### config.mk
export PLATFORM = sky130hd
export DESIGN_NAME = axi4_burst_read_engine
export DESIGN_NICKNAME = d
export VERILOG_FILES = /design/src/rtl/axi4_burst_read_engine.sv
export SDC_FILE = /design/constraint.sdc
export NUM_CORES = 1
export LEC_CHECK = 0
export CORE_AREA = 10 10 435 437
export DETAILED_ROUTE_END_ITERATION = 12
export DIE_AREA = 0 0 445 447
export GPL_ROUTABILITY_DRIVEN = 1
export GPL_TIMING_DRIVEN = 0
export HOLD_SLACK_MARGIN = 0.06
export SYNTH_ARGS = -nofsm -noshare
export SYNTH_HDL_FRONTEND = slang
export SYNTH_SLANG_ARGS = --single-unit
### constraint.sdc
create_clock -name clk -period 4.35 [get_ports clk]
set_input_delay 0.435 -clock clk [delete_from_list [all_inputs] [get_ports clk]]
set_output_delay 0.435 -clock clk [all_outputs]
set_load 0.01 [all_outputs]
### src/rtl/axi4_burst_read_engine.sv
// AXI4 read master: splits one linear read request into INCR bursts that respect
// MAX_BURST and 4 KB page limits, and streams returned beats out with a request-level last.
module axi4_burst_read_engine #(
   parameter int ADDR_W    = 32,
   parameter int DATA_W    = 512,
   parameter int ID_W      = 4,
   parameter int ARID_VAL  = 0,
   parameter int MAX_BURST = 16,
   parameter int CNT_W     = 16
) (
   input  logic              clk,
   input  logic              rst_n,
   input  logic              req_valid,
   output logic              req_ready,
   input  logic [ADDR_W-1:0] req_addr,
   input  logic [CNT_W-1:0]  req_beats,
   output logic [ADDR_W-1:0] araddr,
   output logic [7:0]        arlen,
   output logic [2:0]        arsize,
   output logic [1:0]        arburst,
   output logic [ID_W-1:0]   arid,
   output logic              arvalid,
   input  logic              arready,
   input  logic [DATA_W-1:0] rdata,
   input  logic [1:0]        rresp,
   input  logic              rlast,
   input  logic [ID_W-1:0]   rid,
   input  logic              rvalid,
   output logic              rready,
   output logic [DATA_W-1:0] out_data,
   output logic              out_last,
   output logic              out_valid,
   input  logic              out_ready,
   output logic              done,
   output logic              err
);
   localparam int BYTES = DATA_W / 8;
   localparam int SIZE  = $clog2(BYTES);
   localparam int CW    = (CNT_W > 13) ? CNT_W : 13;

   typedef enum logic [2:0] {IDLE, CALC, ADDR, DATA, DONE} state_t;
   state_t state;

   logic [ADDR_W-1:0] addr;
   logic [CNT_W-1:0]  remaining;
   logic [8:0]        burst;
   logic [8:0]        beat_cnt;
   logic [12:0]       page_bytes;
   logic [CW-1:0]     burst_calc;
   logic              beat_fire;
   logic              last_of_burst;
   logic              rid_unused;

   // Only one burst is ever outstanding, so the returned ID carries no information.
   assign rid_unused = ^rid;

   assign page_bytes = 13'h1000 - {1'b0, addr[11:0]};

   always_comb begin
      burst_calc = CW'(remaining);
      if (burst_calc > CW'(MAX_BURST))
         burst_calc = CW'(MAX_BURST);
      if (burst_calc > CW'(page_bytes >> SIZE))
         burst_calc = CW'(page_bytes >> SIZE);
   end

   assign arsize        = 3'(SIZE);
   assign arburst       = 2'b01;
   assign arid          = ID_W'(ARID_VAL);
   assign rready        = (state == DATA) && out_ready;
   assign out_valid     = (state == DATA) && rvalid;
   assign out_data      = rdata;
   assign out_last      = out_valid && (remaining == CNT_W'(1));
   assign beat_fire     = rvalid && rready;
   assign last_of_burst = (beat_cnt == 9'd1);

   always_ff @(posedge clk or negedge rst_n) begin
      if (!rst_n) begin
         state     <= IDLE;
         req_ready <= 1'b1;
         arvalid   <= 1'b0;
         araddr    <= '0;
         arlen     <= '0;
         done      <= 1'b0;
         err       <= 1'b0;
         addr      <= '0;
         remaining <= '0;
         burst     <= '0;
         beat_cnt  <= '0;
      end else begin
         done <= 1'b0;
         case (state)
            IDLE: if (req_valid) begin
               addr      <= {req_addr[ADDR_W-1:SIZE], {SIZE{1'b0}}};
               remaining <= req_beats;
               err       <= 1'b0;
               req_ready <= 1'b0;
               state     <= (req_beats == '0) ? DONE : CALC;
            end
            CALC: begin
               burst   <= burst_calc[8:0];
               araddr  <= addr;
               arlen   <= 8'(burst_calc - CW'(1));
               arvalid <= 1'b1;
               state   <= ADDR;
            end
            ADDR: if (arready) begin
               arvalid  <= 1'b0;
               beat_cnt <= burst;
               state    <= DATA;
            end
            // Beat counting follows beat_cnt; a wrong rlast only flags the error.
            DATA: if (beat_fire) begin
               beat_cnt  <= beat_cnt - 9'd1;
               remaining <= remaining - CNT_W'(1);
               if ((rresp != 2'b00) || (rlast != last_of_burst))
                  err <= 1'b1;
               if (last_of_burst) begin
                  addr  <= addr + (ADDR_W'(burst) << SIZE);
                  state <= (remaining == CNT_W'(1)) ? DONE : CALC;
               end
            end
            DONE: begin
               done      <= 1'b1;
               req_ready <= 1'b1;
               state     <= IDLE;
            end
            default: state <= IDLE;
         endcase
      end
   end

endmodule

; After elaboration in Yosys (flattened, before gate mapping)
; Cells that the tools add are included.
; Widths: inputs -> output; s select.
[totals]
register_bits = 113
output_inout_bits = 568
[classes]
n_addsub = 5
order_cmp = 2
eq_ne = 12
mux = 27
reduce_logical = 19
[op_table]
columns = cell, n
row1 = $mux 32, 3
row2 = $pmux 32 s2, 1
row3 = $mux 16, 3
row4 = $add 32x15->32, 1
row5 = $pmux 16 s2, 1
row6 = $mux 9, 3
row7 = $mux 3, 6
row8 = $pmux 9 s2, 1
row9 = $eq 16x1->1 const B, 1
row10 = $gt 16x5->1 const B, 1
row11 = $gt 16x7->1, 1
row12 = $logic_not 16->1, 1
row13 = $sub 16x1->16 const B, 1
row14 = $sub 13x12->13 const A, 1
row15 = $pmux 3 s4, 1
row16 = $reduce_and 4->1, 3
row17 = $reduce_bool 2->1, 5
row18 = $eq 9x1->1 const B, 1
row19 = $sub 9x1->9 const B, 1
row20 = $ne 2x2->1 const B, 4
row21 = $sub 8x1->8 const B, 1
row22 = $eq 3x2->1 const B, 2
row23 = $pmux 1 s2, 3
row24 = $reduce_and 3->1, 2
row25 = 9 further kinds, 17

; Depth between registers and ports, before layout
[depth]
ltp_word = 6
depth_mapped = 17
mapped_depth_nobuf = 16

; Worst setup path before layout
; No wires, ideal clock.
[synth_path]
kind = register to register
from = register remaining[11]
to = register arlen[6]
setup_time_ns = 0.134
arrival_ns = 3.920
required_time_ns = 4.216
setup_slack_ns = 0.296
path_stages_with_launch = 17
period_less_slack_ns = 4.054
cell_sequence = dfrtp_1 or4_4 or4_4 nor3b_4 nand2_1 inv_1 ha_1 and4_1 a2111oi_0 a21oi_1 clkbuf_1 mux2i_1 ha_1 o2111ai_1 xor2_1 a21oi_1 o21ai_0
[synth_via]
elab_chain_len = 5
[synth_lines]
columns = element, line
row1 = "start, declared", 45  ; logic [CNT_W-1:0] remaining;
row2 = "start signal, assigned", 95  ; remaining <= req_beats;
row3 = "start signal, assigned", 115  ; remaining <= remaining - CNT_W'(1);
row4 = $gt 16x5->1, 61  ; if (burst_calc > CW'(MAX_BURST))
row5 = $mux 16 *, 61
row6 = $gt 16x7->1, 63  ; if (burst_calc > CW'(page_bytes >> SIZE))
row7 = $mux 9 *, 63
row8 = $sub 8x1->8 *, 103  ; arlen <= 8'(burst_calc - CW'(1));
row9 = "end signal, assigned", 103
row10 = "end, declared", 18  ; output logic [7:0] arlen,
; Every way passes the cells marked *; elsewhere a longest branch is shown, timed or not.
; A chain may end at the register's enable or synchronous reset.

; Worst setup path in the final report
; Ends and elaborated chain as after synthesis.

==> metrics <==
outcome finished, final reports clean; io pins 1,141; crit path max fanout 5; Final GP Congestion 0.894; layout cells sized above 1 30.7%; Area after DPL 19,100 um2; top-count cell post-synth buf_4; Synth Flop Type dfrtp_1; Reg-to-Reg End arlen[6]; Setup Crit Path Kind reg -> reg; Final #Nets 2,482; CTS Buf Count 9; post-synthesis cell area 10,000 um2; global route hottest layer met2; global-route wire length before repair 116,000 um; H-tree depth 3; Starting Density 5.56%; vias in the first global route 11,100; Yosys reg bits 101; Final HPWL DP 86,800 um; TritonCTS clock tree yes; CTS sink count 101; Finished Core Util 10.9%; Area growth syn-to-layout 95.4%; top-area cell type share of the netlist area 39.5%; GRT Resource Usage Total 8.64%; Synth area leaders buf_4, dfrtp_1, nand2_1; die area 199,000 um2; worst reg2reg path startpoint remaining[11]; drt drc 0; Critical Path Sink Type flop; setup tns final 0 ps; Clk pin slew, worst setup/hold paths 70 ps; met2 Use GR 15.9%; Max Freq 0.241 GHz; Overflow after GRT 0; Unique masters post-synth 65; fin area 19,600 um2; Static Leak 7.90 nW; Synth top cells by count buf_4, nand2_1, dfrtp_1, o21ai_0, a21oi_1; worst reg2reg path depth 16; # fillers 20,600; Routed WL 93,900 um; Cells after DPL 4,240; CTS Hold Bufs 0; largest net degree at the start of global routing 62; Die H 447 um; warnings from Yosys 0; GR Layer Usage met1 8.89%; post-synth top area cell buf_4; GR met3 Demand/Resource 4.54%; IR drop worst, VDD 185 uV; max cap viols 0; class of the worst hold path in -> async; Worst Skew 14.3 ps; Worst R2R Setup Slack 210 ps; Power Density 281 nW/um2; Post-Syn Instances 1,249; Die Wd 445 um; clk_lat worst skew 360 ps; Avg Vias per Cell 2.64; root buf cell clkbuf_16; # rows 156; period utilization 95.2%; Post-Layout Cell Count 4,276; antenna viol nets, final 0; final hold viol count 0; worst hold margin 70.9 ps; Final setup viols 0; Seq/Total Area, Yosys 25.3%; EDFF count, synth 0; WL/cell 22.0 um; via count 11,300; Mapped Avg Cell Area 8.02 um2; ys async rst share 100%; CORE AREA 180,000 um2; crit path DAT 4410 ps; First-pass DRT Iterations 6; CP Launch Type flop; deepest clock path buffer count 2; measured slew at the worst slew-check pin 1230 ps; Req. time, crit path 4620 ps; final critical-path required period 4140 ps; antenna violations before repair 123; Worst slew margin 17.1%; Max Slew Vio Count 0; initial detailed-routing violation count 975; unrepaired setup endpoints after global routing false; port bufs 603
## state kept, by name, summed over array words and instances (netlist names)
signal,cells
addr,26
burst,9
done,1
state,3
arlen,8
remaining,16
arvalid,1
araddr,26
beat_cnt,9
err,1
req_ready,1
## through the flow
step | setup slack [ps] | power [mW]
global placement | -1270 | 4.54
finish | 209 | 5.50
detailed placement | -488 | 4.57
floorplan | 296 | 3.14
global route | 37.9 | 5.89
CTS | 83.0 | 5.52
## power by group
part           internal, mW  switching, mW
clock network         0.503          0.377
registers              1.16          0.247
logic                  1.56           1.65
total                  3.23           2.27
## cell families after synthesis
group                    share of synthesized area, %
AO/OA/AOI/OAI                                    11.8
adder cells (fa/ha/maj)                          3.20
other                                          0.0750
multiplexers                                     1.44
buffers and inverters                            41.8
flip-flops                                       25.3
AND/OR/NAND/NOR                                  15.2
XOR/XNOR                                         1.22
## worst max path at each step
stage	from	endpoint	slack, ps	depth (start not counted)
6_report	remaining[11]	arlen[6]	210	16
5_1_grt	remaining[11]	arlen[6]	40	16
4_1_cts	remaining[10]	arlen[6]	80	16
3_5_place_dp	remaining[11]	arlen[6]	-490	14
3_3_place_gp	rst_n	arvalid	-1270	1
2_1_floorplan	remaining[11]	arlen[6]	300	16
## timing repair
item	CTS	global route
setup buffers	2	1
pin swaps	2	2
setup endpoints to repair	3	3
resized for setup	9	4
## cell type report
class | count | area [um2] | area share (%)
Sequential cell | 101 | 2530 | 12.9
Timing Repair Buffer | 609 | 6100 | 31.2
Clock buffer | 9 | 225 | 1.15
Tap cell | 2370 | 2970 | 15.2
Clock inverter | 5 | 85.1 | 0.435
Antenna cell | 19 | 47.5 | 0.243
Inverter | 23 | 86.3 | 0.441
Multi-Input combinational cell | 575 | 3410 | 17.5
Buffer | 565 | 4110 | 21.0
## routing by layer
metal  vias up  share of wire [%]
li1       4921                  -
met1      5263                 34
met2       851                 52
met3       183                 13
met4        56                1.2
met5         -               0.36
## critical path, cell delays in order, from the launching register on
cell and delay (ps):
dfrtp_1 400, or4_4 560, or4_4 490, nor3b_4 220, nand2_1 90, inv_1 70
ha_1 240, and4_1 230, a2111oi_4 350, a21oi_2 110, buf_4 170, mux2_4 340
ha_4 180, o2111ai_1 110, xor2_1 240, a21oi_1 100, o21ai_0 150
## cell usage in the layout, fill, tap and decap left out, types with 7 or more instances in the layout
cell type,instances
ha_1,23
and3_1,11
mux2i_1,7
nor2b_1,8
conb_1,17
o22ai_1,8
diode_2,19
nor2_1,47
a211oi_1,8
inv_1,22
dfrtp_1,100
a31oi_1,8
o21ai_0,62
clkbuf_1,33
nor3_1,31
xnor2_1,9
clkbuf_16,9
nor4_1,14
clkdlybuf4s50_1,602
buf_4,532
nand2_1,129
nand4_1,8
nand3_1,22
a21oi_1,50
and2_1,10
Power figures use the tool's default switching activity.
